### config.mk
export PLATFORM = sky130hd
export DESIGN_NAME = muldiv_hilo_unit
export DESIGN_NICKNAME = d
export VERILOG_FILES = /design/src/rtl/muldiv_hilo_unit.sv
export SDC_FILE = /design/constraint.sdc
export NUM_CORES = 1
export LEC_CHECK = 0
export CAP_MARGIN = 20
export CORE_ASPECT_RATIO = 1.2
export CORE_MARGIN = 2
export CORE_UTILIZATION = 65
export DETAILED_ROUTE_END_ITERATION = 10
export PLACE_DENSITY = 0.95
export SETUP_SLACK_MARGIN = 0.15
export SYNTH_ARGS = -nofsm -noshare
export SYNTH_HDL_FRONTEND = slang
export SYNTH_SLANG_ARGS = --single-unit
### constraint.sdc
create_clock -name clock -period 8.2 [get_ports clock]
set_input_delay 1.23 -clock clock [delete_from_list [all_inputs] [get_ports clock]]
set_output_delay 1.23 -clock clock [all_outputs]
set_load 0.01 [all_outputs]
### src/rtl/muldiv_hilo_unit.sv
// Iterative multiply/divide unit with HI/LO registers (MULT/MULTU/DIV/DIVU, MTHI/MTLO).
// Define MULDIV_MADD_EN to enable MADD/MADDU (ops 6/7), which accumulate the product into HI/LO.
module muldiv_hilo_unit #(
  parameter int unsigned WIDTH = 32
) (
  input  logic             clock,
  input  logic             reset,
  input  logic             start,
  input  logic [2:0]       op,
  input  logic [WIDTH-1:0] a,
  input  logic [WIDTH-1:0] b,
  output logic             busy,
  output logic             done,
  output logic             div_by_zero,
  output logic [WIDTH-1:0] hi,
  output logic [WIDTH-1:0] lo
);

  localparam int unsigned W2 = 2 * WIDTH;
  localparam int unsigned CW = $clog2(WIDTH + 1);

`ifdef MULDIV_MADD_EN
  localparam bit MADD_EN = 1'b1;
`else
  localparam bit MADD_EN = 1'b0;
`endif

  typedef enum logic [1:0] {S_IDLE, S_CALC, S_FIX} state_t;

  state_t           r_state, w_state_nxt;
  logic [WIDTH-1:0] r_hi, w_hi_nxt, r_lo, w_lo_nxt;
  logic [WIDTH-1:0] r_opnd, w_opnd_nxt, r_a_raw, w_a_raw_nxt;
  logic [W2-1:0]    r_acc, w_acc_nxt;
  logic [CW-1:0]    r_cnt, w_cnt_nxt;
  logic             r_busy, w_busy_nxt, r_done, w_done_nxt, r_dbz, w_dbz_nxt;
  logic             r_is_div, w_is_div_nxt, r_madd, w_madd_nxt, r_b_zero, w_b_zero_nxt;
  logic             r_neg_res, w_neg_res_nxt, r_neg_rem, w_neg_rem_nxt;

  // Operand decode and magnitude conversion for the request in IDLE
  logic             w_signed, w_is_mul, w_is_div, w_is_madd;
  logic [WIDTH-1:0] w_a_mag, w_b_mag;

  assign w_signed  = ~op[0];
  assign w_is_mul  = (op[2:1] == 2'b00);
  assign w_is_div  = (op[2:1] == 2'b01);
  assign w_is_madd = MADD_EN && (op[2:1] == 2'b11);
  assign w_a_mag   = (w_signed && a[WIDTH-1]) ? -a : a;
  assign w_b_mag   = (w_signed && b[WIDTH-1]) ? -b : b;

  // Shift-add multiply step: r_acc = {partial product, remaining multiplier bits}
  logic [WIDTH:0]  w_sum;
  logic [W2-1:0]   w_mul_acc;
  assign w_sum     = {1'b0, r_acc[W2-1:WIDTH]} + (WIDTH+1)'(r_acc[0] ? r_opnd : {WIDTH{1'b0}});
  assign w_mul_acc = {w_sum, r_acc[WIDTH-1:1]};

  // Restoring divide step: r_acc = {remainder, dividend bits shifting into quotient}
  logic [WIDTH:0]   w_rem_sh;
  logic             w_ge;
  logic [WIDTH-1:0] w_diff;
  logic [W2-1:0]    w_div_acc;
  assign w_rem_sh  = r_acc[W2-1:WIDTH-1];
  assign w_ge      = (w_rem_sh >= {1'b0, r_opnd});
  assign w_diff    = w_rem_sh[WIDTH-1:0] - r_opnd;
  assign w_div_acc = {(w_ge ? w_diff : w_rem_sh[WIDTH-1:0]), r_acc[WIDTH-2:0], w_ge};

  // Sign correction and final HI/LO value
  logic [WIDTH-1:0] w_quot, w_rem;
  logic [W2-1:0]    w_prod, w_res;
  assign w_quot = r_neg_res ? -r_acc[WIDTH-1:0] : r_acc[WIDTH-1:0];
  assign w_rem  = r_neg_rem ? -r_acc[W2-1:WIDTH] : r_acc[W2-1:WIDTH];
  assign w_prod = (r_neg_res ? -r_acc : r_acc) + (r_madd ? {r_hi, r_lo} : {W2{1'b0}});
  assign w_res  = !r_is_div ? w_prod :
                  r_b_zero  ? {r_a_raw, {WIDTH{1'b1}}} : {w_rem, w_quot};

  always_ff @(posedge clock) begin
    if (reset) begin
      r_state   <= S_IDLE;
      r_hi      <= '0;
      r_lo      <= '0;
      r_opnd    <= '0;
      r_a_raw   <= '0;
      r_acc     <= '0;
      r_cnt     <= '0;
      r_busy    <= 1'b0;
      r_done    <= 1'b0;
      r_dbz     <= 1'b0;
      r_is_div  <= 1'b0;
      r_madd    <= 1'b0;
      r_b_zero  <= 1'b0;
      r_neg_res <= 1'b0;
      r_neg_rem <= 1'b0;
    end else begin
      r_state   <= w_state_nxt;
      r_hi      <= w_hi_nxt;
      r_lo      <= w_lo_nxt;
      r_opnd    <= w_opnd_nxt;
      r_a_raw   <= w_a_raw_nxt;
      r_acc     <= w_acc_nxt;
      r_cnt     <= w_cnt_nxt;
      r_busy    <= w_busy_nxt;
      r_done    <= w_done_nxt;
      r_dbz     <= w_dbz_nxt;
      r_is_div  <= w_is_div_nxt;
      r_madd    <= w_madd_nxt;
      r_b_zero  <= w_b_zero_nxt;
      r_neg_res <= w_neg_res_nxt;
      r_neg_rem <= w_neg_rem_nxt;
    end
  end

  always_comb begin
    w_state_nxt   = r_state;
    w_hi_nxt      = r_hi;
    w_lo_nxt      = r_lo;
    w_opnd_nxt    = r_opnd;
    w_a_raw_nxt   = r_a_raw;
    w_acc_nxt     = r_acc;
    w_cnt_nxt     = r_cnt;
    w_busy_nxt    = r_busy;
    w_done_nxt    = 1'b0;
    w_dbz_nxt     = 1'b0;
    w_is_div_nxt  = r_is_div;
    w_madd_nxt    = r_madd;
    w_b_zero_nxt  = r_b_zero;
    w_neg_res_nxt = r_neg_res;
    w_neg_rem_nxt = r_neg_rem;
    case (r_state)
      S_IDLE: begin
        if (start && (w_is_mul || w_is_div || w_is_madd)) begin
          w_state_nxt   = S_CALC;
          w_busy_nxt    = 1'b1;
          w_cnt_nxt     = CW'(WIDTH);
          w_is_div_nxt  = w_is_div;
          w_madd_nxt    = w_is_madd;
          w_b_zero_nxt  = (b == '0);
          w_a_raw_nxt   = a;
          w_neg_res_nxt = w_signed && (a[WIDTH-1] ^ b[WIDTH-1]);
          w_neg_rem_nxt = w_signed && a[WIDTH-1];
          w_opnd_nxt    = w_is_div ? w_b_mag : w_a_mag;
          w_acc_nxt     = {{WIDTH{1'b0}}, (w_is_div ? w_a_mag : w_b_mag)};
        end else if (start && op == 3'd4) begin
          w_hi_nxt = a;
        end else if (start && op == 3'd5) begin
          w_lo_nxt = a;
        end
      end
      S_CALC: begin
        w_acc_nxt = r_is_div ? w_div_acc : w_mul_acc;
        w_cnt_nxt = r_cnt - CW'(1);
        if (r_cnt == CW'(1)) w_state_nxt = S_FIX;
      end
      S_FIX: begin
        {w_hi_nxt, w_lo_nxt} = w_res;
        w_done_nxt  = 1'b1;
        w_dbz_nxt   = r_is_div && r_b_zero;
        w_busy_nxt  = 1'b0;
        w_state_nxt = S_IDLE;
      end
      default: w_state_nxt = S_IDLE;
    endcase
  end

  assign busy        = r_busy;
  assign done        = r_done;
  assign div_by_zero = r_dbz;
  assign hi          = r_hi;
  assign lo          = r_lo;

endmodule
==> results.toml <==
[yosys]
synth_area_leader_cell = "dfxtp_1"
syn_avg_cell_area_sq_um = 7.293
synth-seq-cells = 207
synth_ff_type = "dfxtp_1"
synth_cells = 2260
yosys_warnings = 0
ys_seq_area_frac = 0.2514
ys_types = 73
synth_area_sq_um = 16480
synth_edf_count = 0
synth_top_area_frac = 0.2514
syn_nets = 2402
async_reset_ff_frac = 0
synth.top_cells.by_count = "257 x nand2_1, 227 x a21oi_1, 224 x nor2_1"
synth.most_common_cell = "nand2_1"
synth.area.top_cells = "dfxtp_1 25%, a21oi_1 6.9%, nand2_1 5.9%, ha_1 5.3%, nor2_1 5.1%"

[pwr]
ir_worst_vdd_uv = 189.3
p_sw_mw = 1.045
pwr-share-comb = 0.248
seqPwrFrac = 0.356
p_clk_frac = 0.396
p_per_area_nw_per_um2 = 167.8
power_leakage_nw = 7.214
power_mw = 3.147
intPower_mw = 2.102
swShare = 0.3320

[routing]
dr.pass1.iters = 7
first_iter_violations = 2830
wl_mm = 67.49
wl_per_cell_um = 25.76
final_antenna_net_count = 0
drc = 0
vias_per_cell = 7.238
num_vias = 18960

[final_layout]
fillers = 1846
nNetsFinal = 2419
area_growth_pct = 13.80
n_antenna_cell = 0
drive_gt1_frac = 0.05447

[setup_path]
start_kind = "register"
cpMaxStageDelayCell = "o41ai_1"
cp_slowest_stage_delay_ns = 0.50
crit_path_cell_trace = "inv_1 -> buf_4 -> nor2_1 -> ha_1 -> a21o_1 -> a221oi_1 -> o21ai_0 -> a21oi_1 -> o21ai_0 -> and3_1 -> o41ai_1 -> o21bai_1 -> mux2i_1 -> a221oi_1"
cp_data_arrival_time_ns = 4.83
end_kind = "register"
worstSetupPathType = "register to register"
cp_max_fo = 30
critPathRequiredTime_ns = 8.64

[global_routing]
overflow = 0
grt_max_degree = 112
antenna_found_initial = 1
grt_pass1_vias = 17680
grt_pass1_wl_mm = 101.8
grtUsageTotal = 0.4929

[placed_design]
dp_slack_ns = 3.648
port-buffer-count = 136
routabilityCongestion = 1.022
hpwl_mm = 48.04

[floorplanning]
die_w_um = 149.4
die_area_sq_um = 26650
core-area_sq_um = 24830
initial_core_util = 0.6638
die_h_um = 178.4
num_rows = 63
ios = 137

[timing]
tightestPinTransition_ns = 1.193
hold_viol = 0
fmax_mhz = 227.8
finalSetupTns_ns = 0
timing.hold.ws_ns = 0.4536
rsz0062_at_grt = "false"
maxSlewViolCount = 0
fin_skew_ns = 0.01525
fin_crit_sh = 0.5352
min_period_ns = 4.389
setup_violations = 0
slew_headroom = 0.2015
layout_setup_ws_ns = 3.811

[clocking]
cts.root.buffer_cell = "clkbuf_16"
h-tree-depth = 1
cts_resized = 0
post_cts_buffers = 0
clock_latency_ns = 0.54
cts_tree = "yes"
cts_sinks = 207
cts.clk_slew.worst_paths_ns = 0.06
ctsHoldBuffers = 0
clockBufferDepth = 3
cts_inserted_buffers = 24

[run_status]
outcome = "completed"

[flow_run]
drv_cap = 0

[min_path]
hp-class = "register to register"
==> flip-flops by register name, indices dropped and copies added (netlist names) <==
name and cells:
done 1, div_by_zero 1, r_b_zero 1, hi 32, r_neg_rem 1, r_state 2
r_acc 64, r_opnd 32, r_a_raw 32, r_neg_res 1, busy 1, lo 32
r_is_div 1, r_cnt 6
==> cells by family after synthesis <==
kind of cell    share of synthesized area
fa+ha+maj                         0.05556
buf+inv                           0.05761
flops                              0.2514
xor+xnor                          0.08342
compound gates                     0.2994
simple gates                       0.2087
mux                               0.04387
==> routing by layer <==
| layer | GRT usage | up-vias | share of wire |
|---|---|---|---|
| li1 | - | 8291 | - |
| met2 | 0.7683 | 1550 | 0.43 |
| met1 | 0.5883 | 8700 | 0.34 |
| met3 | 0.1220 | 423 | 0.13 |
| met4 | 0.3595 | 0 | 0.095 |
| met5 | 0 | - | 0 |
==> area by class of cell <==
| cell class | instances | area (sq um) | share of cell area |
|---|---|---|---|
| repair buffers | 168 | 1607 | 0.08565 |
| clock buffers | 34 | 750.7 | 0.04002 |
| clock inverters | 10 | 165.2 | 0.008805 |
| multi-input cells | 1807 | 11420 | 0.6089 |
| well taps | 325 | 406.6 | 0.02168 |
| inverters | 69 | 259.0 | 0.01381 |
| flip-flops and latches | 207 | 4148 | 0.2211 |
==> power groups by stage <==
stage	Clock [mW]	Sequential, mW	Combinational (mW)
3_3_place_gp	0	1.13	0.726
2_1_floorplan	0	1.11	0.508
6_report	1.25	1.12	0.781
5_1_grt	1.27	1.12	0.828
4_1_cts	1.23	1.11	0.748
3_5_place_dp	0	1.14	0.739
==> cell usage in the layout, fill, tap and decap left out, types with 46 or more instances in the layout <==
master           count
dfxtp_1            206
ha_1                70
o21ai_0            147
o211ai_1            46
nor2_1             221
nor3_1              47
xor2_1              92
a21oi_1            227
clkdlybuf4s50_1    134
nand2_1            257
inv_1               67
mux2i_1             70
a211oi_1            76
xnor2_1             65
==> critical path: cells and delay by family (launching register included) <==
family	cells	cell delay, ns
AOI/OAI and AO/OA	8	2.37
buffers and inverters	2	0.60
DFF	1	0.42
adders and majority gates	1	0.36
and+or+nand+nor	2	0.35
muxes	1	0.18
==> path summary, 6_finish.rpt <==
check / cells after the start / slack (ns) / startpoint / endpoint
setup / recovery: 14 / 3.81 / r_acc[0] / r_acc[61]
setup reg to reg: 14 / 3.81 / r_acc[0] / r_acc[61]
hold / removal: 2 / 0.45 / r_opnd[2] / r_opnd[2]
hold reg to reg: 2 / 0.45 / r_opnd[2] / r_opnd[2]
==> stage by stage <==
step	area, sq um	instances	utilization
after floorplan	16480	2260	-
after global placement	17810	2574	0.7175
after detailed placement	17810	2574	0.7175
after CTS	18730	2618	0.7543
after global routing	18760	2620	0.7555
final	18760	2620	0.7555
No activity file was read; power rests on OpenSTA's default activity.
